File: src/rtl/wb_commit_pkg.sv
// Shared definitions for the writeback/commit stage: entry field widths,
// the x0 index and the RUN/HALT state encoding.
package wb_commit_pkg;

  localparam int XLEN_DEF = 64;
  localparam int CSR_AW_DEF = 12;
  localparam int RD_W = 5;
  localparam int FLAG_W = 1;
  localparam logic [RD_W-1:0] X0_IDX = '0;

  typedef enum logic {
    ST_RUN  = 1'b0,
    ST_HALT = 1'b1
  } state_t;

  // Packed entry layout, MSB first: wen, rd, wdata, csr_wen, csr_addr, csr_wdata, exit, pc.
  function automatic int entry_width(input int xlen, input int csr_aw);
    return FLAG_W + RD_W + xlen + FLAG_W + csr_aw + xlen + FLAG_W + xlen;
  endfunction

endpackage

File: src/rtl/wb_commit_fifo.sv
// Generic DEPTH x W in-order FIFO with async reset and a synchronous flush.
// Pointers carry one extra wrap bit so full and empty are distinguishable.
module wb_commit_fifo #(
  parameter int DEPTH = 2,
  parameter int W     = 8
) (
  input  logic         clock,
  input  logic         reset,
  input  logic         flush,
  input  logic         push,
  input  logic         pop,
  input  logic [W-1:0] push_data,
  output logic [W-1:0] head_data,
  output logic         full,
  output logic         empty
);

  localparam int AW = (DEPTH > 1) ? $clog2(DEPTH) : 1;

  logic [AW:0]  wr_ptr;
  logic [AW:0]  rd_ptr;
  logic [W-1:0] mem [DEPTH];
  logic         do_push;
  logic         do_pop;

  assign empty     = (wr_ptr == rd_ptr);
  assign full      = (wr_ptr[AW-1:0] == rd_ptr[AW-1:0]) && (wr_ptr[AW] != rd_ptr[AW]);
  assign do_push   = push && !full && !flush;
  assign do_pop    = pop && !empty && !flush;
  assign head_data = mem[rd_ptr[AW-1:0]];

  // Flush wins over push/pop so nothing written in the flush cycle survives.
  always_ff @(posedge clock or posedge reset) begin
    if (reset) begin
      wr_ptr <= '0;
      rd_ptr <= '0;
    end else if (flush) begin
      wr_ptr <= '0;
      rd_ptr <= '0;
    end else begin
      if (do_push) wr_ptr <= wr_ptr + 1'b1;
      if (do_pop)  rd_ptr <= rd_ptr + 1'b1;
    end
  end

  always_ff @(posedge clock) begin
    if (do_push) mem[wr_ptr[AW-1:0]] <= push_data;
  end

endmodule

File: src/rtl/wb_commit.sv
// Writeback/commit stage: queues completed instructions, retires one per cycle
// to the regfile/CSR ports, counts retirements and halts on the exit instruction.
module wb_commit
  import wb_commit_pkg::*;
#(
  parameter int XLEN   = XLEN_DEF,
  parameter int DEPTH  = 2,
  parameter int CSR_AW = CSR_AW_DEF,
  parameter int CNT_W  = 64
) (
  input  logic              clock,
  input  logic              reset,
  input  logic              valid_i,
  output logic              ready_o,
  input  logic              wen_i,
  input  logic [RD_W-1:0]   rd_i,
  input  logic [XLEN-1:0]   wdata_i,
  input  logic              csr_wen_i,
  input  logic [CSR_AW-1:0] csr_addr_i,
  input  logic [XLEN-1:0]   csr_wdata_i,
  input  logic              exit_i,
  input  logic [XLEN-1:0]   pc_i,
  input  logic              stall_i,
  input  logic [XLEN-1:0]   a0_i,
  output logic              wen_o,
  output logic [RD_W-1:0]   rd_o,
  output logic [XLEN-1:0]   wdata_o,
  output logic              csr_wen_o,
  output logic [CSR_AW-1:0] csr_addr_o,
  output logic [XLEN-1:0]   csr_wdata_o,
  output logic              retire_o,
  output logic [XLEN-1:0]   retire_pc_o,
  output logic [CNT_W-1:0]  instret_o,
  output logic              halt_o,
  output logic              good_trap_o,
  output logic [XLEN-1:0]   exit_code_o,
  output logic [XLEN-1:0]   exit_pc_o
);

  localparam int EW = entry_width(XLEN, CSR_AW);

  state_t            state;
  state_t            state_next;
  logic              full;
  logic              empty;
  logic              push;
  logic              fire;
  logic              flush;
  logic              ready;
  logic [EW-1:0]     push_entry;
  logic [EW-1:0]     head_entry;

  logic              head_wen;
  logic [RD_W-1:0]   head_rd;
  logic [XLEN-1:0]   head_wdata;
  logic              head_csr_wen;
  logic [CSR_AW-1:0] head_csr_addr;
  logic [XLEN-1:0]   head_csr_wdata;
  logic              head_exit;
  logic [XLEN-1:0]   head_pc;

  logic [CNT_W-1:0]  instret;
  logic              halted;
  logic              good_trap;
  logic [XLEN-1:0]   exit_code;
  logic [XLEN-1:0]   exit_pc;

  assign push_entry = {wen_i, rd_i, wdata_i, csr_wen_i, csr_addr_i, csr_wdata_i, exit_i, pc_i};
  assign {head_wen, head_rd, head_wdata, head_csr_wen,
          head_csr_addr, head_csr_wdata, head_exit, head_pc} = head_entry;

  assign push = valid_i && ready;

  wb_commit_fifo #(
    .DEPTH (DEPTH),
    .W     (EW)
  ) u_fifo (
    .clock     (clock),
    .reset     (reset),
    .flush     (flush),
    .push      (push),
    .pop       (fire),
    .push_data (push_entry),
    .head_data (head_entry),
    .full      (full),
    .empty     (empty)
  );

  always_ff @(posedge clock or posedge reset) begin
    if (reset) state <= ST_RUN;
    else       state <= state_next;
  end

  // Retiring the exit entry moves to HALT and drops anything queued behind it.
  always_comb begin
    state_next = state;
    ready      = 1'b0;
    fire       = 1'b0;
    flush      = 1'b0;
    case (state)
      ST_RUN: begin
        ready = !full;
        fire  = !empty && !stall_i;
        if (fire && head_exit) begin
          flush      = 1'b1;
          state_next = ST_HALT;
        end
      end
      ST_HALT: begin
        state_next = ST_HALT;
      end
      default: state_next = ST_RUN;
    endcase
  end

  always_ff @(posedge clock or posedge reset) begin
    if (reset) begin
      instret   <= '0;
      halted    <= 1'b0;
      good_trap <= 1'b0;
      exit_code <= '0;
      exit_pc   <= '0;
    end else if (fire) begin
      instret <= instret + CNT_W'(1);
      if (head_exit) begin
        halted    <= 1'b1;
        good_trap <= (a0_i == '0);
        exit_code <= a0_i;
        exit_pc   <= head_pc;
      end
    end
  end

  assign ready_o     = ready;
  assign retire_o    = fire;
  assign wen_o       = fire && head_wen && (head_rd != X0_IDX);
  assign rd_o        = fire ? head_rd : '0;
  assign wdata_o     = fire ? head_wdata : '0;
  assign csr_wen_o   = fire && head_csr_wen;
  assign csr_addr_o  = fire ? head_csr_addr : '0;
  assign csr_wdata_o = fire ? head_csr_wdata : '0;
  assign retire_pc_o = fire ? head_pc : '0;
  assign instret_o   = instret;
  assign halt_o      = halted;
  assign good_trap_o = good_trap;
  assign exit_code_o = exit_code;
  assign exit_pc_o   = exit_pc;

endmodule

File: config.mk
export PLATFORM = sky130hd
export DESIGN_NAME = wb_commit
export DESIGN_NICKNAME = d
export VERILOG_FILES = /design/src/rtl/wb_commit_pkg.sv /design/src/rtl/wb_commit_fifo.sv /design/src/rtl/wb_commit.sv
export SDC_FILE = /design/constraint.sdc
export NUM_CORES = 1
export LEC_CHECK = 0
export CELL_PAD_IN_SITES_DETAIL_PLACEMENT = 1
export CELL_PAD_IN_SITES_GLOBAL_PLACEMENT = 2
export CORE_MARGIN = 4
export CORE_UTILIZATION = 33
export CTS_CLUSTER_DIAMETER = 120
export CTS_CLUSTER_SIZE = 12
export DETAILED_ROUTE_END_ITERATION = 10
export PLACE_DENSITY = 0.85
export SETUP_SLACK_MARGIN = 0.1
export SYNTH_ARGS = -nofsm -noshare
export SYNTH_HDL_FRONTEND = slang
export SYNTH_HIERARCHICAL = 1
export SYNTH_SLANG_ARGS = --single-unit
File: constraint.sdc
create_clock -name clock -period 26 [get_ports clock]
set_clock_uncertainty 0.1 [all_clocks]
set_input_delay 5.2 -clock clock [delete_from_list [all_inputs] [get_ports clock]]
set_output_delay 5.2 -clock clock [all_outputs]
set_load 0.03 [all_outputs]
==> results of run 1 <==
-- cell families after synthesis --
family / after synthesis / share of synthesized area, %
adders and majority gates: 1 / 0.0502
muxes: 342 / 15.4
AOI/OAI and AO/OA: 9 / 0.326
DFF: 623 / 71.0
and+or+nand+nor: 385 / 9.48
buffers and inverters: 68 / 1.30
xor gates and xnor gates: 66 / 2.35
-- worst min-delay path by stage --
stage                                startpoint                  to  slack [ns]  cells past startpoint
floorplan           u_fifo/mem[1][64]$_DFFE_PP_     state$_DFF_PP0_        0.46                      3
global placement             halt_o$_DFFE_PP0P_  halt_o$_DFFE_PP0P_        0.35                      1
detailed placement           halt_o$_DFFE_PP0P_  halt_o$_DFFE_PP0P_        0.36                      1
CTS                          halt_o$_DFFE_PP0P_  halt_o$_DFFE_PP0P_        0.37                      1
global route                 halt_o$_DFFE_PP0P_  halt_o$_DFFE_PP0P_        0.39                      1
finish                       halt_o$_DFFE_PP0P_  halt_o$_DFFE_PP0P_        0.37                      1
-- power by group --
part	switching, mW	internal [mW]	total (mW)
Sequential	0.0745	1.16	1.24
Clock	0.358	0.423	0.781
Combinational	0.444	0.398	0.842
-- critical path: stages --
cell	delay (ns)
clkdlybuf4s50_1	0.50
nor3_2	0.24
buf_4	0.73
o311a_1	0.31
clkdlybuf4s50_1	0.68
-- placed cells by master, fill, tap and decap left out, drive strengths merged --
cell type and n:
a211o 2, a211oi 1, a21oi 2, a311oi 2, and2 213, and2b 2
and3 13, and4 8, and4b 1, buf 15, clkbuf 102, clkdlybuf4s50 686
clkinv 1, dfrtp 199, diode 17, edfxtp 424, ha 1, inv 8
mux2 342, nand2 32, nand2b 2, nand3 27, nand4 26, nor2 24
nor3 10, nor3b 1, nor4 21, nor4b 2, o21ai 1, o311a 1
or2 2, or3 1, xnor2 47, xor2 19
-- through the flow --
step                area, µm²  setup WS [ns]  power, mW  hold slack, ns  utilization [%]
finish                  34600          12.85       2.86           0.371             46.3
global route            34600          12.68       2.99           0.394             46.3
CTS                     34500          12.79       2.91           0.373             46.2
detailed placement      32900          12.80       2.11           0.358             44.0
global placement        32900          12.84       2.09           0.355             44.0
floorplan               24900           3.51       1.74           0.465                -
-- routing by layer --
metal	up-vias	part of all wire (%)	global-route usage, %
met5	-	0.056	0
met4	8	2.7	5.75
met3	112	6.7	4.85
met2	433	52	32.0
met1	7765	38	21.7
li1	6898	-	-
-- flip-flops by register name (all words and copies together) (netlist names) --
name,count
instret_o,64
u_fifo/rd_ptr,2
exit_pc_o,64
u_fifo/wr_ptr,2
state,1
good_trap_o,1
exit_code_o,64
u_fifo/mem,424
halt_o,1
-- cell type report --
cell class	instances	share of cell area [%]
diodes	17	0.123
clock buffers	102	4.74
clock inverters	3	0.0723
inverters	6	0.0868
multi-input cells	803	20.0
flip-flops and latches	623	51.2
well taps	969	3.51
repair buffers	701	20.2
==> impl_metrics.csv, run 1 <==
group,metric,value,unit
synth,synth_ff_type,"edfxtp_1",
timing,tightestPinTransition,1.09,ns
clock_network,path_clk_slew,0.06,ns
place,dp_hpwl,54200,µm
place,gp_congestion,0.871,
drt,dr.pass1.iters,5,
synth,synth-edff-count,424,
run_status,status,"complete, no violations",
worst_setup_path,critPathLaunch,"stall_i",
timing,setup_viol,0,
place,dp.cells,3102,
clock_network,hold_buffers,0,
finish,syn2layout_area_growth,38.7,%
finish,fill_cells,7380,
synth,synthTopCellsByCount,"424 x edfxtp_1, 342 x mux2_2, 212 x and2_1",
grt,groute.usage.overall,18.2,%
synth,yosys.area.top_type,"edfxtp_1",
worst_setup_path,end_kind,"output pin",
floorplanning,core_area,74700,µm²
finish,multi_input_area,6920,µm²
worst_setup_path,startpoint_type,"input pin",
floorplanning,dieArea,80000,µm²
synth,ys_async_sr_fraction,31.9,%
drt,viasPerCell,4.72,
clock_network,cts_tree,"built",
floorplanning,fp.dieW,283,µm
drt,final_antenna_net_count,0,
worst_setup_path,cp_data_required_time,20.70,ns
floorplanning,fp.dieH,283,µm
synth,yosysWarnings,6,
synth,yosys.cell_types.count,44,
clock_network,ctsLongestPathBuffers,3,
finish,instances_no_fill,3224,
drt,drc,0,
clock_network,clock-sinks,623,
drt,routed_wl,75300,µm
place,port_buffers,686,
grt,grt_pass1_vias,17000,
timing,fin_crit_sh,50.6,%
clock_network,clock_latency,0.60,ns
clock_network,cts_buffers,58,
finish,drive_above_1_share,20.0,%
clock_network,cts_setup_buffers,0,
power,power.leakage,12.4,nW
worst_setup_path,crit-reg2reg-launch,"u_fifo/rd_ptr[0]$_DFFE_PP0P_",
grt,overflow,0,
finish,nNetsFinal,2474,
drt,drt-initial-drc-count,761,
floorplanning,rows,100,
grt,grt_max_degree,137,
timing,fin_crit,13.15,ns
drt,vias,15200,
worst_setup_path,rrSetupSlack,21.11,ns
synth,synth_top_cells_by_area,"edfxtp_1 51%, dfrtp_1 20%, mux2_2 15%, and2_1 5.3%, xnor2_1 1.7%",
min_path,hp-class,"register to register",
grt,antenna_found_initial,19,
worst_setup_path,reg2reg_to,"u_fifo/mem[1][148]$_DFFE_PP_",
worst_setup_path,path_class,"input pin to output pin",
timing,max_slew_margin,27.0,%
power,powerDensity,82.7,nW/µm²
synth,synth.most_common_cell,"edfxtp_1",
clock_network,cts.htree.levels,2,
synth,synth_top_area_share,51.1,%
finish,seqCellArea,17700,µm²
synth,seq_area_frac_synth,71.0,%
timing,slew_viol_final,0,
timing,fmax,76.0,MHz
timing,finalHoldViolCount,0,
worst_setup_path,rr_worst_depth,8,
synth,syn_area,24900,µm²
power,ir_worst_vdd,0.0488,mV
drt,wl_per_cell,23.4,µm
timing,rsz0062_at_grt,"false",
synth,ys_ff_latch,623,
synth,synth_nets,1775,
worst_setup_path,cp-endpoint,"wen_o",
job,drv_cap,0,
clock_network,root_buffer,"clkbuf_16",
worst_setup_path,critPathArrivalTime,7.85,ns
floorplanning,num_io_pins,687,
floorplanning,start_util,33.4,%
worst_setup_path,crit_fanout,107,
grt,grt_pass1_wl,110000,µm
timing,setup_tns,0,ns
synth,avgSynthCellArea,16.7,µm²
clock_network,cts_resized,0,
synth,syn_inst,1494,
Power figures use the tool's default switching activity.
==> run 2: changes to the inputs <==
==> constraint.sdc (replaced) <==
create_clock -name clock -period 12.4 [get_ports clock]
set_clock_uncertainty 0.1 [all_clocks]
set_input_delay 2.48 -clock clock [delete_from_list [all_inputs] [get_ports clock]]
set_output_delay 2.48 -clock clock [all_outputs]
set_load 0.03 [all_outputs]
==> impl_metrics.csv, run 2 (synthesized netlist as in run 1, its figures left out) <==
group,metric,value,unit
drt,vias,15200,
finish,fill_cells,7399,
job,drv_cap,0,
finish,layout_common_cells,"686 x clkdlybuf4s50_1, 424 x edfxtp_1, 342 x mux2_2, 212 x and2_1, 198 x dfrtp_1",
timing,fin_crit,8.16,ns
worst_setup_path,cp_data_required_time,9.82,ns
timing,rsz0062_at_grt,"false",
worst_setup_path,startpoint_type,"input pin",
clock_network,cts_tree,"built",
power,ir_worst_vdd,0.127,mV
clock_network,clock_latency,0.62,ns
floorplanning,fp.dieW,283,µm
finish,multi_input_area,6920,µm²
place,port_buffers,686,
finish,nNetsFinal,2475,
clock_network,root_buffer,"clkbuf_16",
clock_network,clock-sinks,623,
drt,routed_wl,75300,µm
grt,groute.usage.overall,18.0,%
floorplanning,dieArea,80000,µm²
clock_network,cts_setup_buffers,0,
floorplanning,fp.dieH,283,µm
finish,largest_reg_flops,424,
worst_setup_path,cp_top_family,"buffers and inverters",
worst_setup_path,path_cells,"clkdlybuf4s50_1, nor3_2, buf_4, o311a_1, clkdlybuf4s50_1",
place,gp_congestion,0.882,
clock_network,cts.htree.levels,2,
drt,drt-initial-drc-count,713,
floorplanning,num_io_pins,687,
drt,dr.pass1.iters,4,
clock_network,cts_buffers,58,
clock_network,ctsLongestPathBuffers,3,
grt,grt_max_degree,136,
floorplanning,core_area,74700,µm²
worst_setup_path,path_class,"input pin to output pin",
worst_setup_path,crit_fanout,133,
power,powerDensity,174,nW/µm²
clock_network,path_clk_slew,0.06,ns
grt,antenna_found_initial,11,
power,p_total,6.02,mW
grt,grt_pass1_wl,109000,µm
finish,drive_above_1_share,20.1,%
power,power.leakage,12.4,nW
timing,setup_viol,0,
place,dp_hpwl,54000,µm
worst_setup_path,critPathSlowestCell,"buf_4",
worst_setup_path,end_kind,"output pin",
drt,wl_per_cell,23.4,µm
timing,slew_viol_final,0,
drt,viasPerCell,4.71,
worst_setup_path,worst_path_most_repeated_cell,"clkdlybuf4s50_1",
finish,layout_commonest_cell,"clkdlybuf4s50_1",
clock_network,cts_resized,0,
worst_setup_path,critPathArrivalTime,5.58,ns
min_path,hp-class,"register to register",
worst_setup_path,cp_slowest_stage_delay,0.84,ns
drt,drc,0,
finish,seqCellArea,17700,µm²
timing,max_slew_margin,23.8,%
finish,syn2layout_area_growth,38.7,%
worst_setup_path,cp_num_buf_inv,3,
timing,fmax,123,MHz
clock_network,hold_buffers,0,
timing,finalHoldViolCount,0,
grt,grt_pass1_vias,16900,
timing,tightestPinTransition,1.14,ns
floorplanning,start_util,33.4,%
drt,final_antenna_net_count,0,
timing,fin_crit_sh,65.8,%
run_status,status,"complete, no violations",
floorplanning,rows,100,
timing,setup_tns,0,ns
grt,overflow,0,
## run 2: cell types whose count changed in the layout (fill, tap and decap cells not counted), sizes merged
cell	delta
diode	-7
clkinv	+2
clkbuf	-1
buf	+1
inv	+1
## run 2: cell type report
cell class,instances,share of cell area [%]
sequential,623,51.2
timing repair buffer,702,20.2
antenna,10,0.0724
tap,969,3.51
clock inverter,6,0.217
multi-input combinational,803,20.0
clock buffer,101,4.66
inverter,6,0.0868
## run 2: routing by layer
layer	global-route usage [%]	routed length, µm	share of wire (%)
met1	21.0	28300	38
met2	32.1	39600	53
met3	4.84	5130	6.8
met4	6.03	2260	3.0
met5	0	13	0.017
## run 2: path summary, 6_finish.rpt
check                                        startpoint                            to  slack (ns)  cells after the start
min                                  halt_o$_DFFE_PP0P_            halt_o$_DFFE_PP0P_        0.37                      1
min reg2reg                          halt_o$_DFFE_PP0P_            halt_o$_DFFE_PP0P_        0.37                      1
max reg2reg                u_fifo/rd_ptr[0]$_DFFE_PP0P_  u_fifo/mem[0][138]$_DFFE_PP_        7.77                      9
max                                             stall_i                         wen_o        4.24                      5
max in group asynchronous                         reset      exit_pc_o[2]$_DFFE_PP0P_        8.25                      3
min in group asynchronous                         reset  u_fifo/rd_ptr[0]$_DFFE_PP0P_        2.13                      2
## run 2: stage by stage
stage               utilization (%)  setup WS (ns)  cells  instance area (µm²)  hold slack (ns)
global route                   46.3           4.02   3219                34600            0.387
global placement               44.0           4.30   3103                32900            0.355
CTS                            46.3           4.21   3210                34600            0.372
finish                         46.3           4.24   3220                34600            0.368
floorplan                         -           3.37   1494                24900            0.465
detailed placement             44.0           4.22   3103                32900            0.356
## run 2: power by group
| part | leakage, nW | internal, mW | switching [mW] | total [mW] |
|---|---|---|---|---|
| sequential | 6.38 | 2.44 | 0.172 | 2.61 |
| clock | 0.804 | 0.883 | 0.780 | 1.66 |
| combinational | 5.22 | 0.834 | 0.909 | 1.74 |
| total | 12.4 | 4.16 | 1.86 | 6.02 |
==> run 3: changes to the inputs <==
==> constraint.sdc (replaced) <==
create_clock -name clock -period 8.3 [get_ports clock]
set_clock_uncertainty 0.1 [all_clocks]
set_input_delay 1.66 -clock clock [delete_from_list [all_inputs] [get_ports clock]]
set_output_delay 1.66 -clock clock [all_outputs]
set_load 0.03 [all_outputs]
==> impl_metrics.csv, run 3 (synthesized netlist as in run 1, its figures left out) <==
group,metric,value,unit
worst_setup_path,path_class,"input pin to output pin",
clock_network,cts.htree.levels,2,
floorplanning,dieArea,80000,µm²
grt,met2_usage,33.2,%
timing,finalHoldViolCount,0,
timing,setup_viol,0,
min_path,hp-class,"register to register",
timing,slew_viol_final,0,
worst_setup_path,end_kind,"output pin",
clock_network,cts_buffers,57,
power,power.leakage,12.3,nW
min_path,holdCritStartpoint,"halt_o$_DFFE_PP0P_",
clock_network,clock_latency,0.60,ns
grt,grt_max_degree,165,
floorplanning,core_area,74700,µm²
power,p_sw_share,30.9,%
finish,fill_cells,7377,
finish,layout_common_cells,"686 x clkdlybuf4s50_1, 424 x edfxtp_1, 342 x mux2_2, 212 x and2_1, 198 x dfrtp_1",
drt,drc,0,
power,powerDensity,259,nW/µm²
worst_setup_path,rr_worst_depth,8,
timing,fin_crit,5.88,ns
job,drv_cap,0,
drt,viasPerCell,4.76,
drt,dr.pass1.iters,5,
clock_network,cts_setup_buffers,0,
finish,drive_above_1_share,19.8,%
power,seq_power_share,43.8,%
timing,rsz0062_at_grt,"false",
worst_setup_path,crit_fanout,74,
clock_network,root_buffer,"clkbuf_16",
grt,grt_pass1_wl,110000,µm
clock_network,ctsLongestPathBuffers,3,
grt,overflow,0,
finish,seqCellArea,17700,µm²
drt,routed_wl,76600,µm
timing,whs,0.376,ns
clock_network,path_clk_slew,0.07,ns
timing,setup_tns,0,ns
worst_setup_path,reg2reg_to,"exit_pc_o[55]$_DFFE_PP0P_",
worst_setup_path,cp-endpoint,"wdata_o[24]",
worst_setup_path,crit-reg2reg-launch,"u_fifo/rd_ptr[0]$_DFFE_PP0P_",
clock_network,hold_buffers,0,
clock_network,clock-sinks,623,
floorplanning,rows,100,
min_path,whs_path_depth,1,
place,place_ws,2.46,ns
clock_network,cts_resized,0,
floorplanning,fp.dieW,283,µm
timing,layout_setup_ws,2.42,ns
timing,fmax,170,MHz
timing,fin_crit_sh,70.9,%
grt,met3_usage,5.13,%
floorplanning,fp.dieH,283,µm
worst_setup_path,critPathArrivalTime,4.12,ns
drt,vias,15300,
timing,max_slew_margin,25.3,%
drt,wl_per_cell,23.9,µm
worst_setup_path,rrSetupSlack,3.73,ns
floorplanning,start_util,33.4,%
place,gp_congestion,0.918,
grt,grt_use_met1,20.9,%
finish,multi_input_area,6920,µm²
timing,tightestPinTransition,1.12,ns
place,port_buffers,686,
grt,busiest_layer,"met2",
worst_setup_path,critPathLaunch,"stall_i",
worst_setup_path,startpoint_type,"input pin",
worst_setup_path,cp_data_required_time,6.54,ns
power,pwr-share-comb,29.3,%
finish,nNetsFinal,2471,
power,intPower,6.18,mW
finish,layout_commonest_cell,"clkdlybuf4s50_1",
grt,antenna_found_initial,16,
run_status,status,"complete, no violations",
clock_network,cts_tree,"built",
grt,groute.usage.overall,18.4,%
power,ir_worst_vdd,0.190,mV
floorplanning,num_io_pins,687,
finish,syn2layout_area_growth,38.4,%
finish,post-route-util,46.2,%
power,p_total,8.94,mW
power,p_clk_share,26.8,%
drt,drt-initial-drc-count,722,
place,dp_hpwl,55300,µm
drt,final_antenna_net_count,0,
grt,grt_pass1_vias,16900,
power,switchingPower,2.77,mW
finish,largest_reg_flops,424,
[run 3: cell count changes in the layout (fill, tap and decap cells not counted), sizes merged]
cell,delta
buf,-3
clkbuf,-1
clkinv,-3
inv,-1
[run 3: cell type report]
type | instances | area share [%]
sequential | 623 | 51.3
tap | 969 | 3.51
clock inverter | 2 | 0.0508
clock buffer | 100 | 4.60
multi-input combinational | 803 | 20.1
antenna | 10 | 0.0725
inverter | 6 | 0.0870
timing repair buffer | 699 | 20.3
[run 3: how the worst min path moves through the flow]
stage,endpoint,slack (ns)
after floorplan,state$_DFF_PP0_,0.46
after global placement,halt_o$_DFFE_PP0P_,0.35
after detailed placement,instret_o[63]$_DFFE_PP0N_,0.37
after CTS,instret_o[63]$_DFFE_PP0N_,0.38
after global routing,instret_o[63]$_DFFE_PP0N_,0.40
final,halt_o$_DFFE_PP0P_,0.38
[run 3: power groups by stage]
stage               registers [mW]  clock network (mW)  logic (mW)
detailed placement            3.98                   0        2.66
CTS                           3.92                2.50        2.67
floorplan                     4.51                   0       0.940
global route                  3.96                2.63        2.76
finish                        3.92                2.40        2.62
global placement              3.95                   0        2.62
[run 3: layer usage]
metal | part of all wire, % | vias up
met3 | 6.9 | 129
li1 | - | 6892
met1 | 37 | 7797
met4 | 3.3 | 12
met2 | 53 | 460
met5 | 0.12 | -
[run 3: critical path, stage by stage]
cell,delay (ns)
clkdlybuf4s50_1,0.51
nor3_2,0.36
buf_4,0.55
and2_1,0.24
clkdlybuf4s50_1,0.67
[run 3: through the flow]
step | cells | instance area, µm²
6_report | 3212 | 34500
2_1_floorplan | 1494 | 24900
3_5_place_dp | 3100 | 32900
4_1_cts | 3202 | 34500
3_3_place_gp | 3100 | 32900
5_1_grt | 3209 | 34500
